--- config.mk ---
export PLATFORM = sky130hd
export DESIGN_NAME = frac_clk_div
export DESIGN_NICKNAME = d
export VERILOG_FILES = /design/src/rtl/frac_clk_div.sv
export SDC_FILE = /design/constraint.sdc
export NUM_CORES = 1
export LEC_CHECK = 0
export CAP_MARGIN = 20
export CORE_MARGIN = 1.5
export CORE_UTILIZATION = 48
export CTS_CLUSTER_SIZE = 30
export DETAILED_ROUTE_END_ITERATION = 10
export GPL_TIMING_DRIVEN = 0
export MAX_ROUTING_LAYER = met4
export PLACE_DENSITY = 0.68
export SETUP_SLACK_MARGIN = 0.02
export SYNTH_ARGS = -nofsm -noshare
export SYNTH_HDL_FRONTEND = slang
export SYNTH_SLANG_ARGS = --single-unit
--- constraint.sdc ---
create_clock -name in_clk -period 2.9 [get_ports in_clk]
set_input_delay 0.58 -clock in_clk [delete_from_list [all_inputs] [get_ports in_clk]]
set_output_delay 0.58 -clock in_clk [all_outputs]
set_load 0.03 [all_outputs]
--- src/rtl/frac_clk_div.sv ---
// ---------------------------------------------------------------------------
// frac_clk_div -- fractional-N clock generator built on a phase accumulator.
//
// Output frequency is f_in * inc / 2^ACC_WIDTH. The increment can be changed
// at run time without glitches. A new value is held in a shadow register and
// only applied at a period boundary, or at once when the divider is idle,
// stopped or being cleared.
//
// Parameters:
//   ACC_WIDTH  accumulator / increment width (4..32)
//   RESET_INC  increment loaded at reset (must be < 2^ACC_WIDTH)
//
// Ports:
//   in_clk       system clock, all logic on its rising edge
//   rst_n        asynchronous active-low reset
//   en           advance the accumulator when high
//   sync_clr     synchronous phase clear (restart the period)
//   inc_in       new increment value
//   inc_load     one-cycle strobe that latches inc_in into the shadow register
//   inc_pending  a shadow increment is waiting to be applied
//   out_clk      divided clock, registered; high first, then low
//   out_tick     one-cycle pulse at each period start (accumulator wrap)
//   out_clk_q    quadrature clock, present only with FRAC_CLK_DIV_QUAD_EN
//
// Optional feature macro: FRAC_CLK_DIV_QUAD_EN adds out_clk_q.
// ---------------------------------------------------------------------------
module frac_clk_div #(
    parameter int unsigned ACC_WIDTH = 16,
    parameter int unsigned RESET_INC = 52
) (
    input  logic                 in_clk,
    input  logic                 rst_n,
    input  logic                 en,
    input  logic                 sync_clr,
    input  logic [ACC_WIDTH-1:0] inc_in,
    input  logic                 inc_load,
    output logic                 inc_pending,
    output logic                 out_clk,
    output logic                 out_tick
`ifdef FRAC_CLK_DIV_QUAD_EN
    ,
    output logic                 out_clk_q
`endif
);

    // Largest legal increment: half the accumulator range gives f_in/2.
    localparam logic [ACC_WIDTH-1:0] INC_MAX   = {1'b1, {(ACC_WIDTH-1){1'b0}}};
    localparam logic [ACC_WIDTH-1:0] INC_RESET = ACC_WIDTH'(RESET_INC);

    typedef enum logic [0:0] {
        ST_IDLE    = 1'b0,
        ST_PENDING = 1'b1
    } upd_state_t;

    // Limit an increment so the output never exceeds f_in/2.
    function automatic logic [ACC_WIDTH-1:0] clamp_inc(input logic [ACC_WIDTH-1:0] value);
        logic [ACC_WIDTH-1:0] result;
        if (value > INC_MAX) begin
            result = INC_MAX;
        end else begin
            result = value;
        end
        return result;
    endfunction

    upd_state_t           state_r;
    upd_state_t           state_next_s;
    logic [ACC_WIDTH-1:0] acc_r;
    logic [ACC_WIDTH-1:0] acc_next_s;
    logic [ACC_WIDTH-1:0] inc_reg_r;
    logic [ACC_WIDTH-1:0] inc_next_s;
    logic [ACC_WIDTH-1:0] shadow_r;
    logic [ACC_WIDTH-1:0] shadow_next_s;
    logic [ACC_WIDTH:0]   sum_s;
    logic                 wrap_s;
    logic                 apply_evt_s;
    logic                 out_clk_r;
    logic                 out_clk_next_s;
    logic                 out_tick_r;
    logic                 out_tick_next_s;
`ifdef FRAC_CLK_DIV_QUAD_EN
    logic                 out_clk_q_r;
    logic                 out_clk_q_next_s;
`endif

    // Carry-out of the extra top bit marks the start of a new period.
    assign sum_s  = {1'b0, acc_r} + {1'b0, inc_reg_r};
    assign wrap_s = en & sum_s[ACC_WIDTH];

    // Boundaries at which a pending increment may be swapped in safely:
    // a wrap, a paused or stopped divider, or a phase clear.
    assign apply_evt_s = wrap_s | ~en | (inc_reg_r == {ACC_WIDTH{1'b0}}) | sync_clr;

    // Accumulator and output next-state, in sync_clr > en > hold priority.
    always_comb begin
        acc_next_s      = acc_r;
        out_clk_next_s  = out_clk_r;
        out_tick_next_s = 1'b0;
`ifdef FRAC_CLK_DIV_QUAD_EN
        out_clk_q_next_s = out_clk_q_r;
`endif
        if (sync_clr) begin
            acc_next_s      = {ACC_WIDTH{1'b0}};
            out_clk_next_s  = 1'b0;
            out_tick_next_s = 1'b0;
`ifdef FRAC_CLK_DIV_QUAD_EN
            out_clk_q_next_s = 1'b0;
`endif
        end else if (en) begin
            acc_next_s      = sum_s[ACC_WIDTH-1:0];
            // Inverted MSB: low half of the phase range is the high phase.
            out_clk_next_s  = ~sum_s[ACC_WIDTH-1];
            out_tick_next_s = sum_s[ACC_WIDTH];
`ifdef FRAC_CLK_DIV_QUAD_EN
            out_clk_q_next_s = sum_s[ACC_WIDTH-1] ^ sum_s[ACC_WIDTH-2];
`endif
        end else begin
            acc_next_s      = acc_r;
            out_clk_next_s  = out_clk_r;
            out_tick_next_s = 1'b0;
        end
    end

    // Shadow-increment update machine (IDLE/PENDING).
    always_comb begin
        state_next_s  = state_r;
        inc_next_s    = inc_reg_r;
        shadow_next_s = shadow_r;
        // A load always lands in the shadow; last write wins.
        if (inc_load) begin
            shadow_next_s = clamp_inc(inc_in);
        end else begin
            shadow_next_s = shadow_r;
        end
        case (state_r)
            ST_IDLE: begin
                if (inc_load) begin
                    state_next_s = ST_PENDING;
                end else begin
                    state_next_s = ST_IDLE;
                end
            end
            ST_PENDING: begin
                if (apply_evt_s) begin
                    // Old shadow goes live; a coincident load keeps us pending.
                    inc_next_s = shadow_r;
                    if (inc_load) begin
                        state_next_s = ST_PENDING;
                    end else begin
                        state_next_s = ST_IDLE;
                    end
                end else begin
                    state_next_s = ST_PENDING;
                end
            end
            default: begin
                state_next_s = ST_IDLE;
            end
        endcase
    end

    // State, accumulator and output registers.
    always_ff @(posedge in_clk or negedge rst_n) begin
        if (!rst_n) begin
            state_r    <= ST_IDLE;
            acc_r      <= {ACC_WIDTH{1'b0}};
            inc_reg_r  <= INC_RESET;
            shadow_r   <= {ACC_WIDTH{1'b0}};
            out_clk_r  <= 1'b0;
            out_tick_r <= 1'b0;
`ifdef FRAC_CLK_DIV_QUAD_EN
            out_clk_q_r <= 1'b0;
`endif
        end else begin
            state_r    <= state_next_s;
            acc_r      <= acc_next_s;
            inc_reg_r  <= inc_next_s;
            shadow_r   <= shadow_next_s;
            out_clk_r  <= out_clk_next_s;
            out_tick_r <= out_tick_next_s;
`ifdef FRAC_CLK_DIV_QUAD_EN
            out_clk_q_r <= out_clk_q_next_s;
`endif
        end
    end

    assign inc_pending = (state_r == ST_PENDING);
    assign out_clk     = out_clk_r;
    assign out_tick    = out_tick_r;
`ifdef FRAC_CLK_DIV_QUAD_EN
    assign out_clk_q   = out_clk_q_r;
`endif

endmodule

Word-level counts from Yosys, hierarchy flattened
Cells that the tools add are included.

word-level totals
  flip-flop bits (word level) = 51
  bits of input ports = 21
  logic and storage cells = 28

cells by class
  multiplexer cells = 10
  $lt $le $gt $ge = 1
  add/sub/neg operators = 1
  reduce and logical (&&, ||, !) cells = 3
  bitwise logic cells = 7

operator list
  kind                                         number
  16-bit two-way mux                           3
  16-bit by 16-bit adder with 17-bit output    1
  16-bit > comparator (second input constant)  1
  16-bit zero test                             1
  1-bit two-way mux                            6
  1-bit inverter                               3
  1-bit bitwise OR                             3
  1-bit case mux with 2 select lines           1
  2-bit AND reduction                          1
  2-bit nonzero test                           1
  1-bit bitwise AND                            1

Depth between registers and ports, before layout
Gate-level depths: netlist (run 1).

  depth in word-level cells = 7
  depth in mapped cells = 10
  depth with buffers taken out = 9

Least setup slack after synthesis (run 1)
Ideal clock, no wire load.

  kind = reg2reg
  start point = register inc_reg_r[0]
  end point = register inc_reg_r[10]
  period minus slack after synthesis = 2.394 ns
  path slack = 0.506 ns
  data required time = 2.775 ns
  stages on the path, launching flop included = 11
  data arrival time = 2.269 ns
  library setup time = 0.125 ns
  cell sequence = dfrtp_1 -> ha_1 -> inv_1 -> fa_1 -> nand2b_1 -> a21oi_2 -> o31ai_4 -> o21bai_4 -> a41oi_4 -> buf_8 -> mux2_4

between the ends
  word-level cells in the longest chain between the ends = 6
  elaborated cells between the ends (all ways) = 7
  classes of those cells = 1 x add/sub; 4 x bitwise; 2 x reduce/logical

ends and longest elaborated chain
  element                                    line  text
  from (decl)                                70    logic [ACC_WIDTH-1:0] inc_reg_r;
  from (signal assigned)                     177   inc_reg_r <= inc_next_s;
  16-bit by 16-bit adder with 17-bit output  87    assign sum_s = {1'b0, acc_r} + {1'b0, inc_reg_r};
  1-bit bitwise AND                          88    assign wrap_s = en & sum_s[ACC_WIDTH];
  1-bit bitwise OR                           92    assign apply_evt_s = wrap_s | ~en | (inc_reg_r == {ACC_WIDTH{1'b0}}) | sync_clr;
  1-bit bitwise OR (*) (2 in series)         92
  2-bit AND reduction (no source line) (*)   -

Mark *: on every way between the ends. The rest lies on a longest branch, timed or not.
A chain may end at the register's enable or synchronous reset.

Final worst setup path (run 1)
  start point = register inc_reg_r[0]
  end point = register inc_reg_r[13]

The elaborated chain is that of the path after synthesis.

==> flow_summary.yaml, run 1 <==
timing:
  hold_ws_ns: 0.1852
  tns_ns: 0
  hold_viol_final: 0
  final_max_slew_viol_count: 0
  max_freq_mhz: 378.1
  finClkSkew_ns: 0.007200
  relSlewSlack_pct: 58.57
  worst_slew_pin_slew_ns: 0.6215
  setup_viol: 0
  rsz0062_at_grt: "false"
  period_minus_slack_ns: 2.645
  post-route-period-util_pct: 91.20
detailed_routing:
  wirelength_um: 5746
  drt-initial-drc-count: 83
  vias: 2115
  drc_errors: 0
  dr.pass1.iters: 4
  via_per_inst: 5.465
  detail_route.wl_per_cell_um: 14.85
  drtAntennaViolNets: 0
clock_network:
  holdBufCountCts: 0
  clk_latency_ns: 0.31
  post_cts.repair.setup_buffers: 0
  cts_tree: "done"
  root_buffer: "clkbuf_8"
  clk_path_buf_depth: 2
  clkTransAtPathRegs_ns: 0.10
  htree_levels: 2
  post_cts_resized: 0
  cts_sinks: 51
  cts_made_buffers: 5
die:
  die_h_um: 81.07
  rows: 28
  die_area_mm2: 0.006572
  start_util_pct: 49.70
  die_w_um: 81.07
  design.core.area_mm2: 0.005886
  ios: 24
power:
  p_total_mw: 1.950
  p_seq_share_pct: 46.3
  leakagePower_nw: 1.529
  p_per_area_mw_per_mm2: 582.8
  ir_drop_uv: 334.2
  intPower_mw: 1.284
  pwr-share-comb_pct: 31.7
  p_sw_uw: 666.4
  clkPwrFrac_pct: 22.0
  switching_share_pct: 34.17
placement:
  place_congestion: 0.8587
  port_buffers: 22
  dp_hpwl_um: 4466
global_route:
  grt_max_degree: 36
  grt_usage_pct: 19.66
  antenna_found_initial: 0
  grt_pass1_vias: 2064
  grt_overflow_total: 0
  grt_pass1_wl_um: 9597
layout:
  layout_commonest_cell: "dfrtp_1"
  final_cell_mix: "dfrtp_1, nand2_1, clkdlybuf4s50_1"
  regArea_mm2: 0.001280
  diodes: 0
  drive_gt1_share_pct: 14.10
  multi_input_area_mm2: 0.001515
  n_fill_cell: 555
  area_growth_pct: 14.37
  final_util_pct: 56.85
  final_nets: 349
yosys:
  synth_area_leaders: "dfrtp_1, ha_1, mux2_4"
  ys_types: 53
  synth_seq_area_share_pct: 43.76
  syn_area_mm2: 0.002925
  synth-main-ff-cell: "dfrtp_1"
  yosys.area.top_type_share_pct: 41.06
  syn_inst: 281
  synthesis.nets: 319
  avgSynthCellArea_um2: 10.41
  synth_warnings: 0
  ys_ff_latch: 51
  synth_edf_count: 0
  async_flop_share_pct: 100.0
  synth_top_cell_by_area: "dfrtp_1"
setup_path:
  cp-startpoint: "inc_reg_r[0]"
  critPathKind: "reg2reg"
  critPathArrivalTime_ns: 2.84
  r2r-start: "inc_reg_r[0]"
  crit_required_ns: 3.10
  critPathCaptureType: "register"
  crit_path_start_kind: "register"
  path_max_fanout: 10
job:
  cap_violations: 0
status:
  status: "complete, no violations"
worst_hold_path:
  min_path_type: "in2async"
## synthesized netlist by cell type, drive strengths merged (4+ instances only)
cell type,n
xnor2,8
o211ai,4
dfrtp,48
inv,19
nand2,27
o21ai,21
a21oi,12
nand2b,4
ha,16
buf,5
mux2i,9
clkbuf,7
nand3,5
mux2,17
nor4,7
a21o,6
nor2,20
## power by group through the flow
stage | Sequential (mW) | Clock (mW) | Combinational (mW)
4_1_cts | 0.904 | 0.441 | 0.623
6_report | 0.903 | 0.429 | 0.618
3_5_place_dp | 0.918 | 0 | 0.620
5_1_grt | 0.917 | 0.472 | 0.692
3_3_place_gp | 0.915 | 0 | 0.605
2_1_floorplan | 0.893 | 0 | 0.470
## cells by family (layout without fill, tap and decap cells)
logic type	after synthesis	count (layout)	share of synthesized area, %
AOI/OAI and AO/OA	65	65	16.72
xor gates and xnor gates	9	9	2.695
adders and majority gates	17	17	7.528
buffers and inverters	31	62	4.448
DFF	51	51	43.76
muxes	26	26	10.78
and+or+nand+nor	82	82	14.07
## final cells by class
type | count | area share, %
Clock inverter | 3 | 0.6731
Buffer | 12 | 1.758
Sequential cell | 51 | 38.26
Multi-Input combinational cell | 199 | 45.29
Timing Repair Buffer | 23 | 7.031
Inverter | 19 | 2.132
Tap cell | 75 | 2.805
Clock buffer | 5 | 2.057
## flip-flops by register name, indices dropped and copies added, names as in the netlist
register     count
inc_pending      1
out_tick         1
out_clk          1
shadow_r        16
inc_reg_r       16
acc_r           16
## critical path, stage by stage (launching register included)
cell and delay, ns:
dfrtp_1 0.38, ha_1 0.18, inv_1 0.06, fa_1 0.39, nand2b_1 0.20, a21oi_2 0.25
o31ai_4 0.14, o21bai_4 0.20, a41oi_4 0.22, buf_8 0.23, mux2_4 0.29
## layer usage
metal	up-vias	GRT usage [%]	routed length, um
met3	9	3.034	139
met5	-	-	0
met4	0	4.655	81
met1	997	25.69	2878
met2	34	32.17	2647
li1	1075	-	-
## through the flow
stage | setup WS [ns] | area, um^2 | instances
global placement | -0.2798 | 3239 | 378
global route | 0.1045 | 3346 | 387
floorplan | 0.5057 | 2925 | 281
detailed placement | 0.03793 | 3254 | 379
CTS | 0.2389 | 3346 | 387
finish | 0.2552 | 3346 | 387
## worst paths after layout
| check | cells after the start | endpoint | slack [ns] |
|---|---|---|---|
| max | 10 | inc_reg_r[13] | 0.26 |
| min | 1 | acc_r[2] | 0.19 |
| max reg2reg | 10 | inc_reg_r[13] | 0.26 |
| min reg2reg | 1 | inc_reg_r[8] | 0.51 |
| max in group asynchronous | 2 | inc_reg_r[5] | 2.13 |
| min in group in_clk | 1 | inc_reg_r[8] | 0.51 |
No activity file was read; power rests on OpenSTA's default activity.
==> inputs of run 2 (changes only) <==
clock period = 3.1 ns   (was 2.9 ns; I/O delays follow)
==> results of run 2 <==
The final DEF is identical to that of run 1. Status: complete, no violations.
Among the figures that moved: setup slack after placement 0.03793 ns -> 0.1979 ns; setup slack after layout 0.2552 ns -> 0.4552 ns; hold slack 0.1852 ns -> 0.2252 ns; register-to-register setup slack 0.26 ns -> 0.46 ns; total power 1.950 mW -> 1.824 mW; worst IR drop on VDD 334.2 uV -> 312.6 uV
